[src/rtl/bch_15_7_encoder_if.sv]
// rtl/bch_15_7_encoder_if.sv - message-in / codeword-out handshake bundle for the BCH(15,7) encoder
//
// Signals:
//   in_valid   message present on msg
//   in_ready   encoder can accept a message this cycle
//   msg[6:0]   message, msg[6] is the coefficient of x^6
//   out_valid  codeword valid
//   out_ready  sink accepts the codeword this cycle
//   codeword   codeword[i] is the coefficient of x^i; [14:8] = msg, [7:0] = parity
//
// Modports:
//   slave   the encoder side
//   master  the side that supplies messages and sinks codewords

interface bch_15_7_encoder_if;
    logic        in_valid;
    logic        in_ready;
    logic [6:0]  msg;
    logic        out_valid;
    logic        out_ready;
    logic [14:0] codeword;

    modport slave (
        input  in_valid,
        input  msg,
        output in_ready,
        output out_valid,
        input  out_ready,
        output codeword
    );

    modport master (
        output in_valid,
        output msg,
        input  in_ready,
        input  out_valid,
        output out_ready,
        input  codeword
    );
endinterface

[src/rtl/bch_15_7_encoder.sv]
// rtl/bch_15_7_encoder.sv - systematic BCH(15,7) t=2 encoder, bit-serial LFSR, g(x)=x^8+x^7+x^6+x^4+1
//
// Ports:
//   clk   rising-edge clock
//   rst   asynchronous active-low reset
//   bus   handshake bundle (slave modport): message in, codeword out
//   busy  high while a word is being shifted or is waiting to be taken
//
// The codeword is c(x) = m(x)*x^8 + (m(x)*x^8 mod g(x)). The 8 parity bits are
// built one message bit per cycle, MSB first, in a Galois-style divider LFSR.
// Accept edge -> 7 shift edges -> codeword presented with out_valid.

module bch_15_7_encoder (
    input  logic                      clk,
    input  logic                      rst,
    bch_15_7_encoder_if.slave         bus,
    output logic                      busy
);

    // g(x) without its x^8 term; the x^8 term is the bit shifted out of par[7].
    localparam logic [7:0] GEN_LOW = 8'hD1;

    typedef enum logic [1:0] {
        IDLE  = 2'd0,
        SHIFT = 2'd1,
        OUT   = 2'd2
    } state_t;

    state_t      state;
    logic [6:0]  msg_r;
    logic [6:0]  sh;
    logic [7:0]  par;
    logic [2:0]  cnt;
    logic        out_valid_r;
    logic [14:0] codeword_r;

    logic        fb;
    logic [7:0]  par_next;
    logic        accept;

    // One division step: the next message bit enters at the top, combined with
    // the bit leaving the remainder register.
    always_comb begin
        fb       = sh[6] ^ par[7];
        par_next = {par[6:0], 1'b0} ^ (fb ? GEN_LOW : 8'h00);
    end

    // Combinational through out_ready so a waiting codeword and a new message
    // can swap on the same edge, giving one word per 8 cycles back to back.
    assign bus.in_ready  = (state == IDLE) || ((state == OUT) && bus.out_ready);
    assign accept        = bus.in_valid && bus.in_ready;

    assign bus.out_valid = out_valid_r;
    assign bus.codeword  = codeword_r;

    always_ff @(posedge clk or negedge rst) begin
        if (!rst) begin
            state       <= IDLE;
            msg_r       <= 7'd0;
            sh          <= 7'd0;
            par         <= 8'd0;
            cnt         <= 3'd0;
            out_valid_r <= 1'b0;
            codeword_r  <= 15'd0;
            busy        <= 1'b0;
        end else if (accept) begin
            // Covers both IDLE and the OUT-handshake-plus-new-message case;
            // in the latter the old codeword is retired on this same edge.
            state       <= SHIFT;
            msg_r       <= bus.msg;
            sh          <= bus.msg;
            par         <= 8'd0;
            cnt         <= 3'd0;
            out_valid_r <= 1'b0;
            busy        <= 1'b1;
        end else begin
            unique case (state)
                IDLE: begin
                    busy <= 1'b0;
                end
                SHIFT: begin
                    par <= par_next;
                    sh  <= {sh[5:0], 1'b0};
                    cnt <= cnt + 3'd1;
                    if (cnt == 3'd6) begin
                        // Seventh step: par_next is the finished remainder.
                        state       <= OUT;
                        codeword_r  <= {msg_r, par_next};
                        out_valid_r <= 1'b1;
                    end
                end
                OUT: begin
                    // codeword_r is left untouched so it is stable under
                    // backpressure and keeps its value after the handshake.
                    if (bus.out_ready) begin
                        state       <= IDLE;
                        out_valid_r <= 1'b0;
                        busy        <= 1'b0;
                    end
                end
                default: begin
                    state       <= IDLE;
                    out_valid_r <= 1'b0;
                    busy        <= 1'b0;
                end
            endcase
        end
    end

endmodule

[src/flat_wrapper.sv]
// flat-port wrapper written by rule: the top's interface ports become plain ports
module bch_15_7_encoder_flat 
  (clk, rst, busy, bus_in_valid, bus_msg, bus_in_ready, bus_out_valid, bus_out_ready, bus_codeword);
  bch_15_7_encoder_if bus_i ();
  input  logic clk;
  input  logic rst;
  output logic busy;
  input wire logic [$bits(bus_i.in_valid)-1:0] bus_in_valid;
  input wire logic [$bits(bus_i.msg)-1:0] bus_msg;
  output wire logic [$bits(bus_i.in_ready)-1:0] bus_in_ready;
  output wire logic [$bits(bus_i.out_valid)-1:0] bus_out_valid;
  input wire logic [$bits(bus_i.out_ready)-1:0] bus_out_ready;
  output wire logic [$bits(bus_i.codeword)-1:0] bus_codeword;
  assign bus_i.in_valid = bus_in_valid;
  assign bus_i.msg = bus_msg;
  assign bus_in_ready = bus_i.in_ready;
  assign bus_out_valid = bus_i.out_valid;
  assign bus_i.out_ready = bus_out_ready;
  assign bus_codeword = bus_i.codeword;
  bch_15_7_encoder u_core (.clk(clk), .rst(rst), .bus(bus_i), .busy(busy));
endmodule
[config.mk]
export PLATFORM = sky130hd
export DESIGN_NAME = bch_15_7_encoder_flat
export DESIGN_NICKNAME = d
export VERILOG_FILES = /design/src/rtl/bch_15_7_encoder_if.sv /design/src/rtl/bch_15_7_encoder.sv /design/src/flat_wrapper.sv
export SDC_FILE = /design/constraint.sdc
export NUM_CORES = 1
export LEC_CHECK = 0
export BUFFER_PORTS_ARGS = -buffer_cell sky130_fd_sc_hd__buf_2
export CAP_MARGIN = 40
export CORE_ASPECT_RATIO = 0.6
export CORE_MARGIN = 2
export CORE_UTILIZATION = 55
export DETAILED_ROUTE_END_ITERATION = 8
export GPL_TIMING_DRIVEN = 0
export PLACE_DENSITY = 0.9
export RECOVER_POWER = 50
export REMOVE_ABC_BUFFERS = 1
export SYNTH_ARGS = -nofsm -noshare
export SYNTH_HDL_FRONTEND = slang
export SYNTH_SLANG_ARGS = --single-unit
[constraint.sdc]
create_clock -name clk -period 3.35 [get_ports clk]
set_input_delay 0 -clock clk [delete_from_list [all_inputs] [get_ports clk]]
set_output_delay 0 -clock clk [all_outputs]
set_load 0.03 [all_outputs]
==> out/metrics.csv <==
stage,metric,value,unit
clock_network,post-cts resize count,0,
pwr,LEAKAGE,0.994,nW
pwr,Max VDD drop,467,uV
timing,Worst Tran Pin Value,0.906,ns
floorplanning,Starting Density,0.564,
drt,mean routed wirelength per cell,14.6,um
global_routing,antenna violations before repair,0,
worst_setup_path,"Data arrival, critical path",2.04,ns
drt,1st-iter DRT viols,42,
timing,Setup TNS,0,ns
worst_setup_path,CP required,3.53,ns
global_routing,largest net degree at the start of global routing,38,
run,# Max-Cap Violations,0,
worst_setup_path,Worst setup SP type,flop,
logic_synthesis,Synth top area share,0.595,
global_routing,vias in the first global route,1176,
pwr,power per cell area,1020,mW/mm^2
timing,final hold vios,0,
floorplanning,Core Area,0.00320,sq mm
global_routing,gr ovfl total,0,
clock_network,CTS tree,yes,
cells_and_area,P&R area growth vs syn,18.5,%
timing,Max Freq,539,MHz
place,Place WS,1.47,ns
timing,fin crit period,1.86,ns
place,hpwl dp,2.14,mm
clock_network,H-tree level count,2,
cells_and_area,Antenna diodes,0,
clock_network,insertion delay to the later sink of the worst-skew pair,0.30,ns
worst_setup_path,crit end category,flop,
floorplanning,row count,16,
drt,Via density,5.37,
clock_network,CTS sink count,43,
timing,Max Slew Vio Count,0,
drt,Vias,1187,
logic_synthesis,synthesized flop and latch total,43,
logic_synthesis,cell count after synthesis,138,
timing,period utilization,0.554,
worst_hold_path,worst hold-check path type,primary input to flop,
cells_and_area,Final Core Density,0.669,
global_routing,All-Layer GR Usage,0.193,
outcome,outcome,"finished, final reports clean",
drt,antenna violation net count after detailed routing,0,
logic_synthesis,Synth cell types,30,
clock_network,CTS root buf,clkbuf_8,
worst_setup_path,path type of the worst setup path,flop to flop,
worst_setup_path,r2r setup slk,1.49,ns
cells_and_area,fill count,254,
clock_network,CTS Buffer Depth,2,
timing,RSZ-0062 raised after global routing,false,
timing,post-route setup slack,1.49,ns
logic_synthesis,warnings from Yosys,0,
floorplanning,Die ar.,0.00378,sq mm
logic_synthesis,"area leader, netlist",dfrtp_1,
global_routing,global-route wire length before repair,5.39,mm
logic_synthesis,syn avg cell area,13.1,sq um
cells_and_area,nets,190,
timing,worst relative slew slack,0.395,
place,gp weighted congestion,0.736,
drt,TritonRoute pass-1 iters,4,
worst_setup_path,critical path peak fanout,12,
timing,skew final,0.00596,ns
timing,final setup vio count,0,
floorplanning,die height,48.4,um
floorplanning,Die Span X,78.0,um
floorplanning,Ports,29,
logic_synthesis,sequential share of the synthesized area,0.595,
drt,Post-route DRC,0,
clock_network,clk slew on worst S/H paths,0.08,ns
logic_synthesis,synth top area cells,"dfrtp_1 60%, mux2_2 11%, a221o_1 3.3%, nand2_1 3.3%, o21ai_0 2.8%",
cells_and_area,most frequent cells in the layout,"43 x dfrtp_1, 18 x buf_2, 17 x mux2_2",
place,port bufs,28,
clock_network,Setup Buffers After CTS,0,
clock_network,total CTS buffers,5,
drt,total wire length,3.23,mm
logic_synthesis,synthesized area,0.00181,sq mm
cells_and_area,"most common cell after layout, fill and taps aside",dfrtp_1,
cells_and_area,share of post-route cells with drive strength above 1,0.290,
-- worst paths after layout --
kind                                                       end                               start  cells past startpoint
max                         u_core.bus.codeword[1]$_DFFE_PN0P_           u_core.cnt[0]$_DFFE_PN0P_                      5
max reg2reg                 u_core.bus.codeword[1]$_DFFE_PN0P_           u_core.cnt[0]$_DFFE_PN0P_                      5
min                                    u_core.busy$_DFFE_PN0P_                        bus_in_valid                      3
max in group asynchronous  u_core.bus.codeword[13]$_DFFE_PN0P_                                 rst                      3
min reg2reg                 u_core.bus.codeword[6]$_DFFE_PN0P_  u_core.bus.codeword[6]$_DFFE_PN0P_                      2
min in group asynchronous   u_core.bus.codeword[4]$_DFFE_PN0P_                                 rst                      2
-- timing repair --
item	4_1_cts	5_1_grt
setup endpoints to repair	0	0
hold buffers	9	0
endpoints found under the hold margin	58	0
-- registers in the layout (all words and copies together), names as in the netlist --
register	count
u_core.par	8
u_core.bus.codeword	15
u_core.busy	1
u_core.state	1
u_core.msg_r	7
u_core.cnt	3
u_core.sh	7
u_core.bus.out_valid	1
-- layer usage --
metal | global-route usage | vias up | part of all wire
met5 | 0 | - | 0
met4 | 0.0789 | 0 | 0.018
met3 | 0.0784 | 6 | 0.061
met2 | 0.306 | 33 | 0.47
met1 | 0.237 | 594 | 0.45
li1 | - | 554 | -
-- through the flow --
| stage | area [sq um] | power [mW] | std cells | hold WS (ns) |
|---|---|---|---|---|
| 2_1_floorplan | 1760 | 1.62 | 131 | -0.296 |
| 3_3_place_gp | 1960 | 1.82 | 204 | 0.168 |
| 3_5_place_dp | 1990 | 1.90 | 206 | -0.148 |
| 4_1_cts | 2150 | 2.21 | 221 | 0.0388 |
| 5_1_grt | 2140 | 2.32 | 221 | 0.121 |
| 6_report | 2140 | 2.17 | 221 | 0.0386 |
-- worst max-delay path: stages (launching register included) --
cell and delay, ns:
dfrtp_1 0.41, inv_1 0.07, ha_1 0.16, nand4b_1 0.48, buf_6 0.34, mux2_4 0.29
-- layout make-up --
cell class,instances,area (sq um),area share
flip-flops and latches,43,1080,0.502
multi-input cells,87,684,0.320
repair buffers,39,249,0.116
clock buffers,6,72.6,0.0339
well taps,45,56.3,0.0263
inverters,1,3.75,0.00175
-- power breakdown --
part           total [mW]  switching, mW  internal (mW)  leakage [nW]
clock               0.302          0.163          0.139        0.0371
combinational       0.949          0.546          0.403         0.426
sequential          0.923          0.158          0.765         0.531
total                2.17          0.868           1.31         0.994
-- cells in the mapped netlist --
cell	n
mux2i_1	1
nor2_4	1
buf_6	1
dfrtp_1	43
or2_2	1
o22ai_1	4
a21oi_1	2
nor2b_1	1
a221o_1	6
o21ai_0	10
and2b_4	1
xnor2_2	1
mux2_2	17
nand2b_1	2
xor2_1	4
inv_1	1
a22o_1	1
nand2_1	16
buf_2	5
nor2_1	2
buf_4	1
nand2b_4	1
nand4b_1	1
xnor2_1	1
and2_1	6
mux2_4	3
o21a_1	1
o21ba_2	1
nand3b_1	1
ha_1	2
-- cells by family after synthesis --
logic type / Yosys count / share of synthesized area
XOR/XNOR: 6 / 0.0332
AO/OA/AOI/OAI: 25 / 0.0948
multiplexers: 21 / 0.136
buffers and inverters: 8 / 0.0263
adder cells (fa/ha/maj): 2 / 0.0138
flip-flops: 43 / 0.595
AND/OR/NAND/NOR: 33 / 0.100
No activity file was read; power rests on OpenSTA's default activity.
